## src/rtl/control_fsm_pkg.sv

```systemverilog
// control_fsm_pkg
//   Shared definitions for the instruction sequencer: the FSM state
//   encoding, the decoded opcode values and the register-file write
//   source selectors driven on in_data.
package control_fsm_pkg;

  typedef enum logic [3:0] {
    INIT   = 4'd0,
    FETCH  = 4'd1,
    A_RD1  = 4'd2,
    A_LD1  = 4'd3,
    A_RD2  = 4'd4,
    A_LD2  = 4'd5,
    A_SAV  = 4'd6,
    A_WB   = 4'd7,
    L_INC  = 4'd8,
    L_WAIT = 4'd9,
    L_WB   = 4'd10,
    NOP    = 4'd11,
    HALT   = 4'd12,
    TRAP   = 4'd13
  } state_t;

  localparam logic [3:0] OP_NOP  = 4'h0;
  localparam logic [3:0] OP_ALU  = 4'h1;
  localparam logic [3:0] OP_LDN  = 4'h2;
  localparam logic [3:0] OP_HALT = 4'hF;

  localparam logic [1:0] IN_MEM = 2'd0;
  localparam logic [1:0] IN_ALU = 2'd1;

endpackage

```

## src/rtl/control_fsm.sv

```systemverilog
// control_fsm
//   Instruction sequencer for a small register-file/ALU datapath. Fetches a
//   word when mem_ready is high, keeps a private copy of it and walks the
//   datapath through the ALU, load-next, NOP or halt sequence. All outputs
//   are Moore-decoded from the state and the saved instruction, so the
//   memory bus may change freely once the word has been fetched.
//
//   Build option: define CONTROL_FSM_ILLEGAL_TRAP_EN to park the sequencer
//   in TRAP (illegal=1) on an unknown opcode. Without it, unknown opcodes
//   behave as NOP and TRAP is never entered.
//
//   Ports
//     clk, rst_n     clock, asynchronous active-low reset
//     instruction    word presented by memory
//     mem_ready      instruction valid this cycle
//     write_reg      register-file write strobe
//     reg_addr       register-file address (rd or rs field)
//     write_op1/2    ALU operand latch strobes
//     alu_act        ALU operation select
//     save_alu_res   ALU result latch strobe
//     in_data        register write source (IN_MEM / IN_ALU)
//     counter_en     program-counter increment
//     sys_rst        datapath reset, high in INIT
//     halted/illegal status flags
//
//   state  | meaning
//   INIT   | datapath held in reset
//   FETCH  | wait for mem_ready, capture and decode word
//   A_RD1  | address rd for operand 1
//   A_LD1  | latch operand 1
//   A_RD2  | address rs for operand 2
//   A_LD2  | latch operand 2, present ALU action
//   A_SAV  | latch ALU result
//   A_WB   | write ALU result to rd, advance PC
//   L_INC  | advance PC to the data word
//   L_WAIT | wait for data word
//   L_WB   | write memory word to rd, advance PC
//   NOP    | advance PC only
//   HALT   | stopped until reset
//   TRAP   | illegal opcode, stopped until reset
module control_fsm
  import control_fsm_pkg::*;
#(
  parameter int DATA_W = 16,
  parameter int OPC_W  = 4,
  parameter int REG_AW = 4,
  parameter int ALU_W  = 3
) (
  input  logic              clk,
  input  logic              rst_n,
  input  logic [DATA_W-1:0] instruction,
  input  logic              mem_ready,
  output logic              write_reg,
  output logic [REG_AW-1:0] reg_addr,
  output logic              write_op1,
  output logic              write_op2,
  output logic [ALU_W-1:0]  alu_act,
  output logic              save_alu_res,
  output logic [1:0]        in_data,
  output logic              counter_en,
  output logic              sys_rst,
  output logic              halted,
  output logic              illegal
);

  localparam int FIELD_W = OPC_W + 2 * REG_AW + ALU_W;
  localparam int RD_HI   = DATA_W - OPC_W - 1;
  localparam int RS_HI   = RD_HI - REG_AW;
  localparam int ALU_HI  = RS_HI - REG_AW;

  if (DATA_W < FIELD_W) begin : g_bad_widths
    $error("control_fsm: DATA_W too small for opcode, rd, rs and alu fields");
  end

  state_t            state;
  state_t            next_state;
  logic [DATA_W-1:0] saved_instr;
  logic [OPC_W-1:0]  opcode_in;
  logic [REG_AW-1:0] rd;
  logic [REG_AW-1:0] rs;
  logic [ALU_W-1:0]  alu_field;

  // Decode looks at the live bus in FETCH; everything afterwards uses the
  // captured copy.
  assign opcode_in = instruction[DATA_W-1 -: OPC_W];
  assign rd        = saved_instr[RD_HI -: REG_AW];
  assign rs        = saved_instr[RS_HI -: REG_AW];
  assign alu_field = saved_instr[ALU_HI -: ALU_W];

  // Low-order bits below the alu field carry no meaning for this sequencer.
  if (DATA_W > FIELD_W) begin : g_spare
    logic unused_spare;
    assign unused_spare = ^saved_instr[DATA_W-FIELD_W-1:0] ^ saved_instr[DATA_W-1];
  end

  always_ff @(posedge clk or negedge rst_n) begin
    if (!rst_n) begin
      state       <= INIT;
      saved_instr <= '0;
    end else begin
      state <= next_state;
      if (state == FETCH && mem_ready) begin
        saved_instr <= instruction;
      end
    end
  end

  always_comb begin
    next_state = state;
    case (state)
      INIT:  next_state = FETCH;
      FETCH: begin
        if (mem_ready) begin
          case (opcode_in)
            OPC_W'(OP_NOP):  next_state = NOP;
            OPC_W'(OP_ALU):  next_state = A_RD1;
            OPC_W'(OP_LDN):  next_state = L_INC;
            OPC_W'(OP_HALT): next_state = HALT;
`ifdef CONTROL_FSM_ILLEGAL_TRAP_EN
            default:         next_state = TRAP;
`else
            default:         next_state = NOP;
`endif
          endcase
        end
      end
      A_RD1:  next_state = A_LD1;
      A_LD1:  next_state = A_RD2;
      A_RD2:  next_state = A_LD2;
      A_LD2:  next_state = A_SAV;
      A_SAV:  next_state = A_WB;
      A_WB:   next_state = FETCH;
      L_INC:  next_state = L_WAIT;
      L_WAIT: next_state = mem_ready ? L_WB : L_WAIT;
      L_WB:   next_state = FETCH;
      NOP:    next_state = FETCH;
      HALT:   next_state = HALT;
`ifdef CONTROL_FSM_ILLEGAL_TRAP_EN
      TRAP:   next_state = TRAP;
`endif
      // Includes TRAP when the trap option is not built, so a corrupted
      // register can never strand the sequencer there.
      default: next_state = INIT;
    endcase
  end

  always_comb begin
    write_reg    = 1'b0;
    reg_addr     = '0;
    write_op1    = 1'b0;
    write_op2    = 1'b0;
    alu_act      = '0;
    save_alu_res = 1'b0;
    in_data      = IN_MEM;
    counter_en   = 1'b0;
    sys_rst      = 1'b0;
    halted       = 1'b0;
    illegal      = 1'b0;
    case (state)
      INIT:  sys_rst = 1'b1;
      A_RD1: reg_addr = rd;
      A_LD1: begin
        reg_addr  = rd;
        write_op1 = 1'b1;
      end
      A_RD2: reg_addr = rs;
      A_LD2: begin
        reg_addr  = rs;
        write_op2 = 1'b1;
        alu_act   = alu_field;
      end
      A_SAV: begin
        reg_addr     = rd;
        save_alu_res = 1'b1;
      end
      A_WB: begin
        reg_addr   = rd;
        write_reg  = 1'b1;
        in_data    = IN_ALU;
        counter_en = 1'b1;
      end
      L_INC:  counter_en = 1'b1;
      L_WAIT: reg_addr = rd;
      L_WB: begin
        reg_addr   = rd;
        write_reg  = 1'b1;
        in_data    = IN_MEM;
        counter_en = 1'b1;
      end
      NOP:  counter_en = 1'b1;
      HALT: halted = 1'b1;
`ifdef CONTROL_FSM_ILLEGAL_TRAP_EN
      TRAP: illegal = 1'b1;
`endif
      default: ;
    endcase
  end

endmodule

```

## config.mk

```make
export PLATFORM = sky130hd
export DESIGN_NAME = control_fsm
export DESIGN_NICKNAME = d
export VERILOG_FILES = /design/src/rtl/control_fsm_pkg.sv /design/src/rtl/control_fsm.sv
export SDC_FILE = /design/constraint.sdc
export NUM_CORES = 1
export LEC_CHECK = 0
export ABC_AREA = 1
export BUFFER_PORTS_ARGS = -buffer_cell sky130_fd_sc_hd__buf_2
export CAP_MARGIN = 15
export CELL_PAD_IN_SITES_DETAIL_PLACEMENT = 1
export CELL_PAD_IN_SITES_GLOBAL_PLACEMENT = 2
export CORE_MARGIN = 2
export CORE_UTILIZATION = 22
export DETAILED_ROUTE_END_ITERATION = 10
export GPL_ROUTABILITY_DRIVEN = 0
export PLACE_DENSITY = 0.73
export SKIP_LAST_GASP = 1
export SYNTH_ARGS = -nofsm -noshare
export SYNTH_HDL_FRONTEND = slang
export SYNTH_SLANG_ARGS = --single-unit
```

## constraint.sdc

```tcl
create_clock -name clk -period 1.15 [get_ports clk]
set_input_delay 0 -clock clk [delete_from_list [all_inputs] [get_ports clk]]
set_output_delay 0 -clock clk [all_outputs]
set_load 0.02 [all_outputs]
```

=== After elaboration in Yosys (flattened, before gate mapping) ===
Index checks and enable logic that the tools add are counted.

* Equal/unequal tests: 16
* Multiplexer cells: 14
* Reduce and logical (&&, ||, !) cells: 7

{| class="wikitable"
|+ Operator list
! kind !! count
|-
| one-hot mux 4 bit (10 select lines) || 1
|-
| equality test 4 bit, second input constant || 6
|-
| equality test 4 x 3 -> 1 bit, second input constant || 4
|-
| equality test 4 x 2 -> 1 bit, second input constant || 3
|-
| one-hot mux 4 bit (3 select lines) || 1
|-
| equality test 4 x 1 -> 1 bit, second input constant || 2
|-
| 2-to-1 mux 1 bit || 8
|-
| one-hot mux 4 bit (2 select lines) || 1
|-
| OR reduction 4 bit || 2
|-
| OR reduction 6 bit || 1
|-
| zero test 4 bit || 1
|-
| 2-to-1 mux 4 bit || 1
|-
| OR reduction 2 bit || 2
|-
| 2-to-1 mux 3 bit || 1
|-
| 2-to-1 mux 2 bit || 1
|-
| inequality test 2 bit, second input constant || 1
|-
| logical AND 1 bit || 1
|}

* Register bits after elaboration: 16
* Output and inout port bits: 17
* Word-level logic and storage cells: 39

=== Logic depth before layout (Yosys ltp) ===
Gate-level depths: netlist of the first run.

* Depth after elaboration: 4
* Depth in mapped cells: 7
* Mapped depth without buffers: 7

=== Worst setup path before layout of the first run ===
No wires, ideal clock.

* Kind: register -> output
* From: register state[3]
* To: output counter_en
* Arrival time: 1.460 ns
* Setup slack: -0.310 ns
* Stages on the path, launching flop included: 6
* Path buffers: 0
* Cells stage by stage: dfrtp_1 -> inv_2 -> nand2_1 -> nor3_1 -> inv_1 -> o21ai_0

* Word-level cells in the longest chain between the ends: 3
* Elaborated cells between the ends (all ways): 6
* Those cells by class: eq/ne (4); mux (1); reduce/logical (1)

{| class="wikitable"
|+ Ends and longest elaborated chain
! what !! line !! text
|-
| start: declaration || control_fsm.sv:75 || <nowiki>state_t state;</nowiki>
|-
| start signal: assignment || control_fsm.sv:101 || <nowiki>state <= next_state;</nowiki>
|-
| equality test 4 bit / equality test 4 x 3 -> 1 bit (equally long branches) || control_fsm.sv:159 || <nowiki>case (state)</nowiki>
|-
| OR reduction 4 bit (no source line) * || -- ||
|-
| 2-to-1 mux 1 bit * || control_fsm.sv:159 ||
|-
| end: declaration || control_fsm.sv:60 || <nowiki>output logic counter_en,</nowiki>
|}

Mark *: on every way between the ends. The rest lies on a longest branch, timed or not.

=== Worst setup path in the final report of the first run ===
* From: register state[2]
* To: output counter_en

The elaborated chain is that of the path after synthesis.

==> results of run 1 <==
[power by group]
group | switching [mW] | total (mW) | leakage [nW] | internal, mW
clock network | 0.197 | 0.440 | 0.0217 | 0.244
logic | 1.83 | 3.43 | 0.710 | 1.60
registers | 0.189 | 0.964 | 0.172 | 0.776
[sequential cells by signal (all words and copies together), names as in the netlist]
name,count
state,4
saved_instr,11
[worst min path at each step]
stage / from / to / cells past startpoint
floorplan: rst_n / saved_instr[10]$_DFFE_PN0P_ / 0
global placement: rst_n / saved_instr[4]$_DFFE_PN0P_ / 1
detailed placement: rst_n / saved_instr[7]$_DFFE_PN0P_ / 1
CTS: instruction[7] / saved_instr[7]$_DFFE_PN0P_ / 3
global route: instruction[3] / saved_instr[3]$_DFFE_PN0P_ / 3
finish: instruction[7] / saved_instr[7]$_DFFE_PN0P_ / 3
[cells in the mapped netlist]
library cell  number  area, um2
a21oi_1            2      10.01
a21oi_2            6      52.55
a31oi_1            1      6.260
buf_2              1      5.000
buf_4              2      15.01
buf_6              1      11.26
conb_1             1      3.750
dfrtp_1           15      375.4
inv_1             18      67.56
inv_2              2      7.510
inv_4              1      6.260
nand2_1           34      127.6
nand2_2            1      6.260
nand2_4            2      22.52
nand3_1            9      45.04
nand4_1            1      6.260
nor2_1            25      93.84
nor2_8             1      20.02
nor3_1             2      10.01
o211ai_1           2      15.01
o21ai_0            5      25.02
[per-stage QoR]
stage	worst slack (ns)	setup TNS [ns]	hold slack (ns)
floorplan	-0.04871	-0.3786	-0.2956
global placement	-0.09328	-1.506	-0.07609
detailed placement	-0.1461	-2.025	-0.07796
CTS	-0.2910	-5.783	0.0002167
global route	-0.4466	-8.757	0.001696
finish	-0.3238	-6.388	-0.008462
[worst min-delay path: cells and delay by family]
kind	cells	cell delay (ns)
AOI/OAI and AO/OA	1	0.09
buffers and inverters	1	0.07
and+or+nand+nor	1	0.04
[per-layer routing]
metal | vias up | part of all wire | routed length, um | track usage
met5 | - | 0 | 0 | 0
met2 | 21 | 0.52 | 1706 | 0.2543
met3 | 2 | 0.028 | 92 | 0.01901
met1 | 512 | 0.44 | 1452 | 0.1884
met4 | 0 | 0.0061 | 20 | 0.02614
li1 | 542 | - | - | -
[cell type report]
cell class	count	area, um2
fillers	487	2207
multi-input cells	95	689.4
repair buffers	66	556.8
flip-flops and latches	15	377.9
inverters	21	86.33
well taps	50	62.56
clock buffers	3	41.29
clock inverters	1	7.507
[cells by family (layout without fill, tap and decap cells)]
family / after synthesis / count (layout)
other: 1 / 2
AND/OR/NAND/NOR: 75 / 77
AO/OA/AOI/OAI: 16 / 16
buffers and inverters: 25 / 91
flip-flops: 15 / 15
[timing repair]
action                     CTS  global route
gates cloned                 2             0
pin swaps                   13            10
setup endpoints to repair   30            30
hold buffers                 5             0
hold endpoints to repair    19             0
resized for setup           55            24
buffers inserted            12             7
==> impl_metrics.ini, run 1 <==
[run_status]
status = finished with violations
violations = hold timing, setup timing

[route]
vias_per_cell = 4.291
drc = 0
first_iter_violations = 29
firstDrtPassIters = 4
routed_wl_mm = 3.271
ant_nets = 0
routedWlPerCell_um = 13.03
vias = 1077

[clocking]
clockBufferDepth = 2
clk-insertion-delay-late_ns = 0.25
clk_pin_slew_ns = 0.07
clock-sinks = 15
cts_tree = built
cts_buffers = 3
cts-root-buf = clkbuf_8
cts_max_level = 1

[synthesis]
synth_xor_area_frac = 0
synth-compound-area-share = 0.1168
syn_area_per_cell_um2 = 7.062
synthCells = 132
synthAdderAreaFrac = 0
syn_area_um2 = 932.1
synth_top_family_by_area = simple AND/OR/NAND/NOR gates
ys_ff_latch = 15
synthMuxAreaShare = 0
yosys_warnings = 0
seq_area_frac_synth = 0.4027
synth_cell_types = 21
synth-simple-area-share = 0.3557

[placement]
place_area_um2 = 1310
port_buffers = 32
hpwlAfterDp_mm = 2.233
dp_cells = 225

[layout]
syn_to_final_growth_pct = 95.44
fin_cells = 251
n_antenna_cell = 0
final_cell_area_um2 = 1822
fin_util = 0.4522
layout_common_cells = nand2_1 (25), buf_6 (25), buf_2 (18), buf_4 (18), inv_1 (14)
layout.nets = 221
drive_gt1_frac = 0.5920

[floorplanning]
dieArea_um2 = 4773
rows = 23
die_height_um = 69.09
pin_count = 36
initial_core_util = 0.2314
core_um2 = 4029
fp.dieW_um = 69.09

[timing]
timing.final.crit_share = 1.282
grt_setup_unrepaired = true
maxSlewViolCount = 0
skew_ns = 0.003784
worst_hold_slack_ns = -0.008462
setup_viol = 30
period_minus_slack_ns = 1.474
fin_ws_ns = -0.3238
max_freq_mhz = 678.5
hold_viol_final = 3

[worst_setup_path]
cp_slowest_stage_delay_ns = 0.48
cp_common_cell = buf_4
crit_type = reg -> out
timing.rr.end = state[1]$_DFFE_PN0P_
crit_required_ns = 1.15
crit_fanout = 7
rr_startpoint = state[3]$_DFFE_PN0P_
cp_num_buf_inv = 4
crit_end = counter_en
startpoint_type = register
worstPathArrival_ns = 1.47
crit_cells = 6
crit_path_top_delay_cell = dfrtp_2
crit_family = buffers and inverters
crit_start = state[2]$_DFFE_PN0P_
endpoint_kind = primary output
ff2ff_path_depth = 9
path_cells = inv_2 -> buf_4 -> nand2_1 -> buf_4 -> o21ai_2 -> buf_6
ff2ff_setup_slack_ns = -0.23

[pwr]
p_leak_nw = 0.9034
ir_drop_uv = 674.8
pwr_density_cell_nw_per_um2 = 2656
p_total_mw = 4.838

[worst_hold_path]
hp-class = in -> reg

[global_route]
overflow = 0
antenna_found_initial = 0
grt_start_max_net_pins = 16
grt_pass1_wl_mm = 5.644
grtUsageTotal = 0.1439
grt_pass1_vias = 1143

[flow_run]
drv_cap = 0
(Power assumes the default switching activity.)
==> inputs of run 2 (changes only) <==
--- a/config.mk
+++ b/config.mk
@@ -5,13 +5,12 @@
 export SDC_FILE = /design/constraint.sdc
 export NUM_CORES = 1
 export LEC_CHECK = 0
-export ABC_AREA = 1
 export BUFFER_PORTS_ARGS = -buffer_cell sky130_fd_sc_hd__buf_2
 export CAP_MARGIN = 15
 export CELL_PAD_IN_SITES_DETAIL_PLACEMENT = 1
 export CELL_PAD_IN_SITES_GLOBAL_PLACEMENT = 2
 export CORE_MARGIN = 2
-export CORE_UTILIZATION = 22
+export CORE_UTILIZATION = 25
 export DETAILED_ROUTE_END_ITERATION = 10
 export GPL_ROUTABILITY_DRIVEN = 0
 export PLACE_DENSITY = 0.73
==> run 2 against run 1 <==
  * Die area down 14%
  * The run ends with setup timing left
  * First-iteration DRC count is 31% higher
  * Clock-buffer cell count is 1 higher
  * Cell area is 2.6% lower
  * Critical path depth is 1 lower
  * Utilization increased by 6.7 points
  * Worst setup slack worse by 0.13 ns
  * Largest power group unchanged
  * Sequential power grew 1%
  * Cell count shrank 20%
  * Combinational power is 3% higher
  * Total power increased by 0.69%
  * Sequential share of layout area rose by 0.41 points
==> impl_metrics.ini, run 2 <==
[timing]
timing.final.crit_share = 1.395
grt_setup_unrepaired = true
hold_viol_final = 0
maxSlewViolCount = 0
max_freq_mhz = 623.2
period_minus_slack_ns = 1.605
fin_ws_ns = -0.4547
setup_viol = 29
worst_hold_slack_ns = 0.09930
skew_ns = 0.001037
tns_ns = -10.03

[worst_setup_path]
crit_family = compound AO/OA/AOI/OAI gates
crit_path_top_delay_cell = dfrtp_1
crit_required_ns = 1.15
cp_num_buf_inv = 2
worstPathArrival_ns = 1.60
startpoint_type = register
crit_type = reg -> out
endpoint_kind = primary output
cp_slowest_stage_delay_ns = 0.46
cp_common_cell = buf_6
crit_fanout = 4
path_cells = buf_6 -> o21ai_1 -> a22o_4 -> a22o_1 -> buf_6

[floorplanning]
pin_count = 36
core_um2 = 3416
fp.dieW_um = 64.24
initial_core_util = 0.2656
dieArea_um2 = 4126
rows = 21
die_height_um = 64.24

[synthesis]
synth-compound-area-share = 0.1545
synth_enable_flop_cells = 0
yosys_warnings = 0
synthTopCellsByArea = dfrtp_1 (41%), mux2_4 (17%), a22o_1 (4.8%), nor2b_1 (2.8%), nor2_1 (2.5%)
synthCells = 84
synth_most_common_cell = dfrtp_1
synth_common_cells = dfrtp_1 (15), mux2_4 (10), nor2_1 (6)
synthMuxAreaShare = 0.1779
syn_area_per_cell_um2 = 10.80
yosysTopAreaCell = dfrtp_1
ys_ff_latch = 15
synth_top_family_by_area = simple AND/OR/NAND/NOR gates
synthAdderAreaFrac = 0
synth-simple-area-share = 0.1972
async_flop_share = 1.000
synth_top_area_frac = 0.4138
synth-main-ff-cell = dfrtp_1
synth_xor_area_frac = 0
syn_area_um2 = 907.1
seq_area_frac_synth = 0.4138
synth_cell_types = 37

[placement]
port_buffers = 32
hpwlAfterDp_mm = 1.891
dp_slack_ns = -0.2315
dp_cells = 171
place_area_um2 = 1234

[global_route]
grt_pass1_wl_mm = 5.057
antenna_found_initial = 0
grt_pass1_vias = 1066
grt_start_max_net_pins = 16
grtUsageTotal = 0.1587
overflow = 0

[layout]
nFillCells = 378
final_cell_area_um2 = 1774
largest_reg_flops = 11
fin_util = 0.5194
layout_common_cells = buf_6 (25), buf_2 (17), buf_4 (16)
fin_cells = 201
drive_gt1_frac = 0.6452
layout.nets = 175
n_antenna_cell = 0
reg_top3 = saved_instr (11), state (4)
final_common_cell = buf_6
largest_register = saved_instr
syn_to_final_growth_pct = 95.59

[clocking]
cts_buffers = 3
clockBufferDepth = 2
clk-insertion-delay-late_ns = 0.30
clk_pin_slew_ns = 0.10
cts_tree = built
clock-sinks = 15
cts_max_level = 1
cts-root-buf = clkbuf_4

[pwr]
p_total_mw = 4.871
pwr_density_cell_nw_per_um2 = 2746
p_leak_nw = 0.8274
ir_drop_uv = 714.8

[route]
firstDrtPassIters = 4
drc = 0
routedWlPerCell_um = 17.66
vias_per_cell = 4.731
routed_wl_mm = 3.550
ant_nets = 0
vias = 951
first_iter_violations = 38

[run_status]
violations = setup timing
status = finished with violations

[flow_run]
drv_cap = 0

[worst_hold_path]
hp-class = in -> reg
run 2: cell families after synthesis:
family                 count (synthesis)
AOI/OAI and AO/OA                     19
DFF                                   15
muxes                                 11
other                                  1
and+or+nand+nor                       30
buffers and inverters                  8
run 2: worst register-to-register path, stage by stage, from the launching register on:
cell and delay (ns):
dfrtp_1 0.46, buf_4 0.16, nor2_2 0.20, nand3_4 0.13, clkbuf_16 0.18, mux2_4 0.29
run 2: final cells by class:
type	count	area, um2	share of cell area
timing repair buffer	73	671.9	0.3787
multi-input combinational	62	639.4	0.3604
sequential	15	375.4	0.2116
tap	46	57.56	0.03244
clock buffer	4	26.28	0.01481
inverter	1	3.754	0.002116
run 2: worst paths after layout:
path	from	to	slack [ns]	depth (start not counted)
max	state[2]$_DFFE_PN0P_	reg_addr[1]	-0.45	5
min	mem_ready	state[3]$_DFFE_PN0P_	0.1	3
max reg2reg	state[2]$_DFFE_PN0P_	saved_instr[2]$_DFFE_PN0P_	-0.37	5
min reg2reg	saved_instr[1]$_DFFE_PN0P_	saved_instr[1]$_DFFE_PN0P_	0.51	1
max in group asynchronous	rst_n	saved_instr[2]$_DFFE_PN0P_	0.73	2
min in group asynchronous	rst_n	saved_instr[8]$_DFFE_PN0P_	0.16	2
run 2: routing by layer:
layer | global-route usage | vias to the layer above | part of all wire | wire length (um)
met4 | 0.06383 | 0 | 0.016 | 57
li1 | - | 447 | - | -
met1 | 0.1728 | 484 | 0.41 | 1463
met5 | 0 | - | 0 | 0
met2 | 0.3086 | 16 | 0.55 | 1957
met3 | 0.01585 | 4 | 0.020 | 72
run 2: where the power goes:
part	internal, mW	switching, mW
registers	0.793	0.185
logic	1.96	1.59
clock network	0.136	0.209
run 2: repair_timing:
| item | in CTS | in global routing |
|---|---|---|
| gates resized for setup | 54 | 19 |
| setup endpoints to repair | 29 | 30 |
| pin swaps | 11 | 10 |
| endpoints found under the hold margin | 26 | 0 |
| hold buffers | 12 | 0 |
| setup buffers | 9 | 4 |
| cloned | 0 | 1 |
==> inputs of run 3 (changes only) <==
--- a/config.mk
+++ b/config.mk
@@ -9,7 +9,6 @@
 export CAP_MARGIN = 15
 export CELL_PAD_IN_SITES_DETAIL_PLACEMENT = 1
 export CELL_PAD_IN_SITES_GLOBAL_PLACEMENT = 2
-export CORE_MARGIN = 2
 export CORE_UTILIZATION = 25
 export DETAILED_ROUTE_END_ITERATION = 10
 export GPL_ROUTABILITY_DRIVEN = 0
==> run 3 against run 2 <==
  * The run still ends with setup timing left
  * Die area decreased by 6.1%
  * Clock-buffer cell count decreased by 1
  * Global-route usage increased by 4.0 points
  * Clock skew increased by 0.011 ns
  * Via count increased by 6.9%
  * Clock power decreased by 2%
  * Flip-flop and latch count unchanged
  * First-iteration DRC count decreased by 37%
  * Wire length increased by 5.3%
  * Largest power group unchanged
==> impl_metrics.ini, run 3 (same netlist as run 2, synthesis figures left out) <==
[route]
routed_wl_mm = 3.739
vias = 1017
vias_per_cell = 4.937
ant_nets = 0
routedWlPerCell_um = 18.15
firstDrtPassIters = 4
first_iter_violations = 24
drc = 0

[run_status]
violations = setup timing
status = finished with violations

[layout]
reg_top3 = saved_instr (11), state (4)
fin_cells = 206
syn_to_final_growth_pct = 102.9
final_cell_area_um2 = 1841
drive_gt1_frac = 0.6938
multiInputGateArea_um2 = 670.6
nFillCells = 372
largest_reg_flops = 11
final_common_cell = buf_6
layout.nets = 180
regArea_um2 = 377.9
largest_register = saved_instr
n_antenna_cell = 0
layout_common_cells = buf_6 (26), buf_4 (21), buf_2 (17)

[placement]
dp_slack_ns = -0.1772
hpwlAfterDp_mm = 1.947
dp_cells = 175
port_buffers = 32
place_area_um2 = 1264

[timing]
period_minus_slack_ns = 1.537
max_freq_mhz = 650.6
grt_setup_unrepaired = true
hold_viol_final = 0
maxSlewViolCount = 0
setup_viol = 29
timing.final.crit_share = 1.336
tns_ns = -8.662
skew_ns = 0.01184
fin_ws_ns = -0.3869

[global_route]
grtUsageMet2 = 0.3338
antenna_found_initial = 0
top_usage_layer = met2
grt_pass1_wl_mm = 5.802
grt_pass1_vias = 1059
grt_start_max_net_pins = 16
use_met3 = 0.02574
overflow = 0
grtUsageTotal = 0.1986
grt_use_met1 = 0.2489

[floorplanning]
initial_core_util = 0.2656
die_height_um = 62.24
rows = 21
pin_count = 36
core_um2 = 3416
fp.dieW_um = 62.24
dieArea_um2 = 3873

[clocking]
clk-insertion-delay-late_ns = 0.31
cts_tree = built
cts_max_level = 1
cts_buffers = 3
clockBufferDepth = 2
clock-sinks = 15
clk_pin_slew_ns = 0.10
cts-root-buf = clkbuf_4

[pwr]
ir_drop_uv = 940.4
p_total_mw = 5.127
pwr_density_cell_nw_per_um2 = 2786
p_leak_nw = 0.8479

[worst_setup_path]
crit_required_ns = 1.15
crit_fanout = 4
worstPathArrival_ns = 1.54
crit_type = reg -> out
ff2ff_path_depth = 5
endpoint_kind = primary output
startpoint_type = register

[worst_hold_path]
hold_path_depth = 3
hp-class = in -> reg

[flow_run]
drv_cap = 0
[run 3: final timing paths]
path	from	to	slack, ns
setup / recovery	state[1]$_DFFE_PN0P_	reg_addr[3]	-0.39
hold / removal	mem_ready	state[1]$_DFFE_PN0P_	0.1
setup reg to reg	state[1]$_DFFE_PN0P_	saved_instr[1]$_DFFE_PN0P_	-0.33
hold reg to reg	saved_instr[1]$_DFFE_PN0P_	saved_instr[1]$_DFFE_PN0P_	0.51
max in group asynchronous	rst_n	state[3]$_DFFE_PN0P_	0.72
min in group asynchronous	rst_n	saved_instr[7]$_DFFE_PN0P_	0.13
[run 3: metal layers]
layer / wire length (um) / vias up / share of wire
li1: - / 462 / -
met1: 1668 / 524 / 0.45
met2: 1883 / 19 / 0.50
met3: 62 / 12 / 0.017
met4: 125 / 0 / 0.033
met5: 0 / - / 0
[run 3: critical path, cell delays in order, from the launching register on]
cell and delay [ns]:
dfrtp_1 0.39, and2b_2 0.25, a22o_4 0.27, a22o_1 0.20, buf_6 0.13
[run 3: cell type report]
type,count,share of cell area
flip-flops and latches,15,0.2053
well taps,46,0.03127
clock buffers,3,0.01224
repair buffers,78,0.3821
inverters,1,0.002039
clock inverters,1,0.002719
multi-input cells,62,0.3644
[run 3: what timing repair did]
item,in CTS,in global routing
gates cloned,1,0
endpoints found under the setup margin,29,30
gates resized for setup,60,22
hold buffers,12,0
pin swaps,13,10
setup buffers,7,8
hold endpoints to repair,26,0
[run 3: report_power, final]
group          total [mW]  switching (mW)  internal [mW]
clock network       0.338           0.208          0.130
logic                3.80            1.69           2.11
registers           0.994           0.195          0.799
total                5.13            2.09           3.03
[run 3: through the flow]
| step | hold slack (ns) | util |
|---|---|---|
| floorplan | -0.2956 | - |
| global route | 0.1044 | 0.5388 |
| global placement | -0.08078 | 0.3700 |
| finish | 0.09715 | 0.5388 |
| CTS | 0.06975 | 0.4978 |
| detailed placement | -0.07104 | 0.3700 |
